[src/rtl/word_serializer.sv]
// Wide-word queue feeding a character serializer with a valid/ready output handshake.
// Words are popped into a shift register and emitted DATA_SIZE bits at a time, LSB- or MSB-first.
module word_serializer #(
  parameter int DATA_SIZE   = 8,
  parameter int NUM_WORDS   = 8,
  parameter int QUEUE_DEPTH = 4,
  parameter bit MSB_FIRST   = 1'b0
) (
  input  logic                                  clk_100MHz,
  input  logic                                  reset,
  input  logic                                  flush,
  input  logic                                  load,
  input  logic [DATA_SIZE*NUM_WORDS-1:0]        load_data,
  output logic                                  load_ready,
  output logic [DATA_SIZE-1:0]                  tx_data,
  output logic                                  tx_valid,
  input  logic                                  tx_ready,
  output logic                                  frame_done,
  output logic                                  busy,
  output logic                                  empty,
  output logic                                  full,
  output logic [$clog2(QUEUE_DEPTH+1)-1:0]      word_count
);

  localparam int WORD_W = DATA_SIZE * NUM_WORDS;
  localparam int PTR_W  = $clog2(QUEUE_DEPTH);
  localparam int CNT_W  = $clog2(QUEUE_DEPTH + 1);
  localparam int IDX_W  = (NUM_WORDS > 1) ? $clog2(NUM_WORDS) : 1;

  typedef enum logic {IDLE, SEND} state_e;

  logic [WORD_W-1:0]    mem_q [QUEUE_DEPTH];
  logic [PTR_W-1:0]     wr_ptr_q, wr_ptr_d, rd_ptr_q, rd_ptr_d;
  logic [CNT_W-1:0]     count_q, count_d;
  state_e               state_q, state_d;
  logic [WORD_W-1:0]    word_q, word_d;
  logic [IDX_W-1:0]     char_idx_q, char_idx_d;
  logic [DATA_SIZE-1:0] tx_data_q, tx_data_d;
  logic                 tx_valid_q, tx_valid_d;
  logic                 frame_done_q, frame_done_d;
  logic                 full_w, push, pop, mem_we;
  logic [WORD_W-1:0]    shifted;

  // The character presented first is always at one fixed end of the shift register.
  function automatic logic [DATA_SIZE-1:0] head_char(input logic [WORD_W-1:0] w);
    if (MSB_FIRST) return w[WORD_W-1 -: DATA_SIZE];
    else           return w[DATA_SIZE-1:0];
  endfunction

  assign full_w  = (count_q == CNT_W'(QUEUE_DEPTH));
  assign shifted = MSB_FIRST ? (word_q << DATA_SIZE) : (word_q >> DATA_SIZE);

  always_comb begin
    // NOTE: every signal gets a default first so no path through this block infers a latch.
    wr_ptr_d     = wr_ptr_q;
    rd_ptr_d     = rd_ptr_q;
    count_d      = count_q;
    state_d      = state_q;
    word_d       = word_q;
    char_idx_d   = char_idx_q;
    tx_data_d    = tx_data_q;
    tx_valid_d   = tx_valid_q;
    frame_done_d = 1'b0;
    push         = load && !full_w;
    pop          = 1'b0;

    case (state_q)
      IDLE: begin
        if (count_q != '0) begin
          pop        = 1'b1;
          word_d     = mem_q[rd_ptr_q];
          tx_data_d  = head_char(mem_q[rd_ptr_q]);
          tx_valid_d = 1'b1;
          char_idx_d = '0;
          state_d    = SEND;
        end
      end
      SEND: begin
        if (tx_valid_q && tx_ready) begin
          if (char_idx_q == IDX_W'(NUM_WORDS - 1)) begin
            tx_valid_d   = 1'b0;
            frame_done_d = 1'b1;
            state_d      = IDLE;
          end else begin
            char_idx_d = char_idx_q + IDX_W'(1);
            word_d     = shifted;
            tx_data_d  = head_char(shifted);
          end
        end
      end
      default: state_d = IDLE;
    endcase

    if (push) wr_ptr_d = wr_ptr_q + PTR_W'(1);
    if (pop)  rd_ptr_d = rd_ptr_q + PTR_W'(1);
    case ({push, pop})
      2'b10:   count_d = count_q + CNT_W'(1);
      2'b01:   count_d = count_q - CNT_W'(1);
      default: count_d = count_q;
    endcase

    // Flush discards the queue and the frame in progress; a same-cycle load is dropped.
    if (flush) begin
      wr_ptr_d     = wr_ptr_q;
      rd_ptr_d     = wr_ptr_q;
      count_d      = '0;
      state_d      = IDLE;
      tx_valid_d   = 1'b0;
      tx_data_d    = '0;
      frame_done_d = 1'b0;
    end
    mem_we = push && !flush && !reset;
  end

  always_ff @(posedge clk_100MHz) begin
    if (reset) begin
      wr_ptr_q     <= '0;
      rd_ptr_q     <= '0;
      count_q      <= '0;
      state_q      <= IDLE;
      word_q       <= '0;
      char_idx_q   <= '0;
      tx_data_q    <= '0;
      tx_valid_q   <= 1'b0;
      frame_done_q <= 1'b0;
    end else begin
      wr_ptr_q     <= wr_ptr_d;
      rd_ptr_q     <= rd_ptr_d;
      count_q      <= count_d;
      state_q      <= state_d;
      word_q       <= word_d;
      char_idx_q   <= char_idx_d;
      tx_data_q    <= tx_data_d;
      tx_valid_q   <= tx_valid_d;
      frame_done_q <= frame_done_d;
    end
  end

  // NOTE: queue storage has no reset; entries are only read once count says they were written.
  always_ff @(posedge clk_100MHz) begin
    if (mem_we) mem_q[wr_ptr_q] <= load_data;
  end

  assign tx_data    = tx_data_q;
  assign tx_valid   = tx_valid_q;
  assign frame_done = frame_done_q;
  assign busy       = (state_q != IDLE);
  assign empty      = (count_q == '0);
  assign full       = full_w;
  assign load_ready = !full_w;
  assign word_count = count_q;

endmodule

[config.mk]
export PLATFORM = sky130hd
export DESIGN_NAME = word_serializer
export DESIGN_NICKNAME = d
export VERILOG_FILES = /design/src/rtl/word_serializer.sv
export SDC_FILE = /design/constraint.sdc
export NUM_CORES = 1
export LEC_CHECK = 0
export ABC_AREA = 1
export BUFFER_PORTS_ARGS = -buffer_cell sky130_fd_sc_hd__buf_2
export CAP_MARGIN = 10
export CORE_ASPECT_RATIO = 1.25
export CORE_MARGIN = 5
export CORE_UTILIZATION = 55
export DETAILED_ROUTE_END_ITERATION = 7
export GPL_TIMING_DRIVEN = 0
export PLACE_DENSITY = 0.84
export SLEW_MARGIN = 15
export SYNTH_ARGS = -nofsm -noshare
export SYNTH_HDL_FRONTEND = slang
export SYNTH_SLANG_ARGS = --single-unit
[constraint.sdc]
create_clock -name clk_100MHz -period 3.53 [get_ports clk_100MHz]
set_input_delay 0.1765 -clock clk_100MHz [delete_from_list [all_inputs] [get_ports clk_100MHz]]
set_output_delay 0.1765 -clock clk_100MHz [all_outputs]
set_load 0.02 [all_outputs]
==> results.cfg <==
[cells_and_area]
seq_area_sq_um = 9270
multi_input_area_sq_um = 3910
layout-area-overhead-vs-synth_pct = 20.8
n_fill_cell = 1752
final_area_sq_um = 16800
drive_gt1_frac = 0.154
nets = 1639
post-route-util = 0.669
num_antenna_cells = 0
instances_no_fill = 1921

[global_routing]
grt_overflow = 0
grt_pass1_wl_mm = 54.7
antenna_found_initial = 0
grt_pass1_vias = 10443
grt_usage = 0.237
grt_max_degree = 26

[critical_path]
cp_data_required_time_ns = 3.79
cp.arrival_ns = 2.71
ff2ff_path_depth = 6
cp-start-kind = flip-flop
path_cells = inv_2 -> nand3_1 -> nand3_1 -> nor2_4 -> buf_16 -> buf_16
r2r_start = word_count[0]
crit_fanout = 17
r2r_end = mem_q[0][34]
cpMaxStageDelayCell = nor2_4
crit_type = reg2reg
rrSetupSlack_ns = 1.08
slowest_delay_ns = 0.66
cp-end-kind = flip-flop

[sta]
worst_pin_slew_ns = 0.706
fin_crit_sh = 0.695
grt_setup_unrepaired = false
final.setup.tns_ns = 0
fin_ws_ns = 1.08
hold_viol = 0
finalSetupViolCount = 0
finalCriticalPeriod_ns = 2.45
slew-limit-headroom = 0.528
fmax_mhz = 408
skew_ns = 0.0176
hold_ws_ns = 0.0346
finalMaxSlewViolations = 0

[clocking]
clock_latency_ns = 0.57
cts_tree = done
cts-root-buf = clkbuf_16
clock-sinks = 335
clk_pin_slew_worst_paths_ns = 0.07
clk_path_buf_depth = 3
cts_setup_buffers = 0
cts_max_level = 1
numCtsBuffers = 30

[synth]
synth_seq_cells = 335
synth_top_cell_area_share = 0.554
synth_area_sq_um = 13900
synth-main-ff-cell = edfxtp_1
yosysWarnings = 0
synth_most_common_cell = nand2_1
syn-instance-count = 1367
async_flop_share = 0
ys_types = 24
syn_nets = 1444
seq_area_frac_synth = 0.668
synth.avg_cell_area_sq_um = 10.2
synth-edff-count = 256
synth_commonest_cells = nand2_1 (544), edfxtp_1 (256), nand3_1 (170)
synth.area.top_cells = edfxtp_1 (55%), nand2_1 (15%), dfxtp_1 (11%)
yosysTopAreaCell = edfxtp_1

[run_status]
status = complete, no violations

[floorplan]
die_w_um = 152
fp.dieH_um = 188
fp-row-count = 65
coreArea_sq_um = 25000
initial_utilization = 0.554
die_area_sq_um = 28500
num_io_pins = 86

[route]
wl_per_cell_um = 18.4
viasPerCell = 5.57
dr.first_iter.drc_count = 1042
vias = 10694
antenna_left = 0
firstDrtPassIters = 5
wirelength_mm = 35.3
drc = 0

[power]
p_total_mw = 9.73
p_per_area_nw_per_um2 = 580
max-vdd-ir-drop_mv = 0.395
p_leak_nw = 6.90

[placed_design]
place_ws_ns = 1.22
placed_cell_area_sq_um = 15100
gp_congestion = 0.866
dp_cells = 1799
hpwl_mm = 22.5
portBuffers = 85

[worst_hold_path]
hold_path_depth = 3
worstHoldStart = load
holdPathEnd = wr_ptr_q[0]
min_path_type = in2reg

[run]
drv_cap = 0
[routing by layer]
metal | vias to the layer above | global-route usage | wire, um
li1 | 4933 | - | -
met1 | 5042 | 0.293 | 12900
met2 | 607 | 0.414 | 17800
met3 | 112 | 0.0314 | 2910
met4 | 0 | 0.113 | 1690
met5 | - | 0 | 0
[final cells by class]
type,instances,area share
plain buffers,82,0.0269
clock inverters,7,0.00425
flip-flops and latches,335,0.553
inverters,76,0.0170
clock buffers,49,0.0572
multi-input cells,874,0.233
well taps,335,0.0250
repair buffers,163,0.0840
[where the power goes]
group / total, mW / switching, mW / internal, mW
registers: 4.54 / 0.0883 / 4.45
logic: 1.86 / 1.23 / 0.622
clock network: 3.33 / 1.40 / 1.93
[how the worst max path moves through the flow]
stage          slack, ns  cells past startpoint          start           end
2_1_floorplan      -0.67                      4  word_count[1]   mem_q[0][0]
3_3_place_gp       -2.35                      4  word_count[0]  mem_q[2][60]
3_5_place_dp        1.22                      6  word_count[0]  mem_q[2][36]
4_1_cts             1.15                      6  word_count[0]  mem_q[2][34]
5_1_grt             0.98                      6  word_count[0]  mem_q[0][59]
6_report            1.08                      6  word_count[0]  mem_q[0][34]
[state kept, by name (all words and copies together) (netlist names), named ones only]
name / cells
tx_data: 8
tx_valid: 1
word_count: 3
frame_done: 1
word_q: 56
char_idx_q: 3
wr_ptr_q: 2
mem_q: 256
busy: 1
rd_ptr_q: 2
[kinds of logic (layout without fill, tap and decap cells)]
| logic type | count (synthesis) | count (layout) | synth area share |
|---|---|---|---|
| and+or+nand+nor | 770 | 770 | 0.229 |
| DFF | 335 | 335 | 0.668 |
| buffers and inverters | 158 | 377 | 0.0530 |
| AOI/OAI and AO/OA | 96 | 96 | 0.0429 |
| adders and majority gates | 8 | 8 | 0.00775 |
[critical path, delay by kind of cell, from the launching register on]
family,cells,cell delay (ns)
buf+inv,3,0.51
flops,1,0.40
simple gates,3,1.23
[cells in the final DEF (no fill, tap or decap), types with 16 or more instances in the layout]
cell type	netlist	final
nand2_1	544	544
inv_1	70	70
nand3_1	170	170
buf_2	42	127
nor2_1	37	33
a21oi_1	43	43
clkbuf_1	20	28
dfxtp_1	79	79
clkbuf_16	0	34
nand3b_1	16	16
edfxtp_1	256	256
dlygate4sd3_1	0	66
a21oi_2	30	30
[timing repair]
action,CTS,global route
endpoints found under the hold margin,259,0
resized for setup,0,0
hold buffers,66,0
Note: power is estimated with default switching activity, not from simulation.
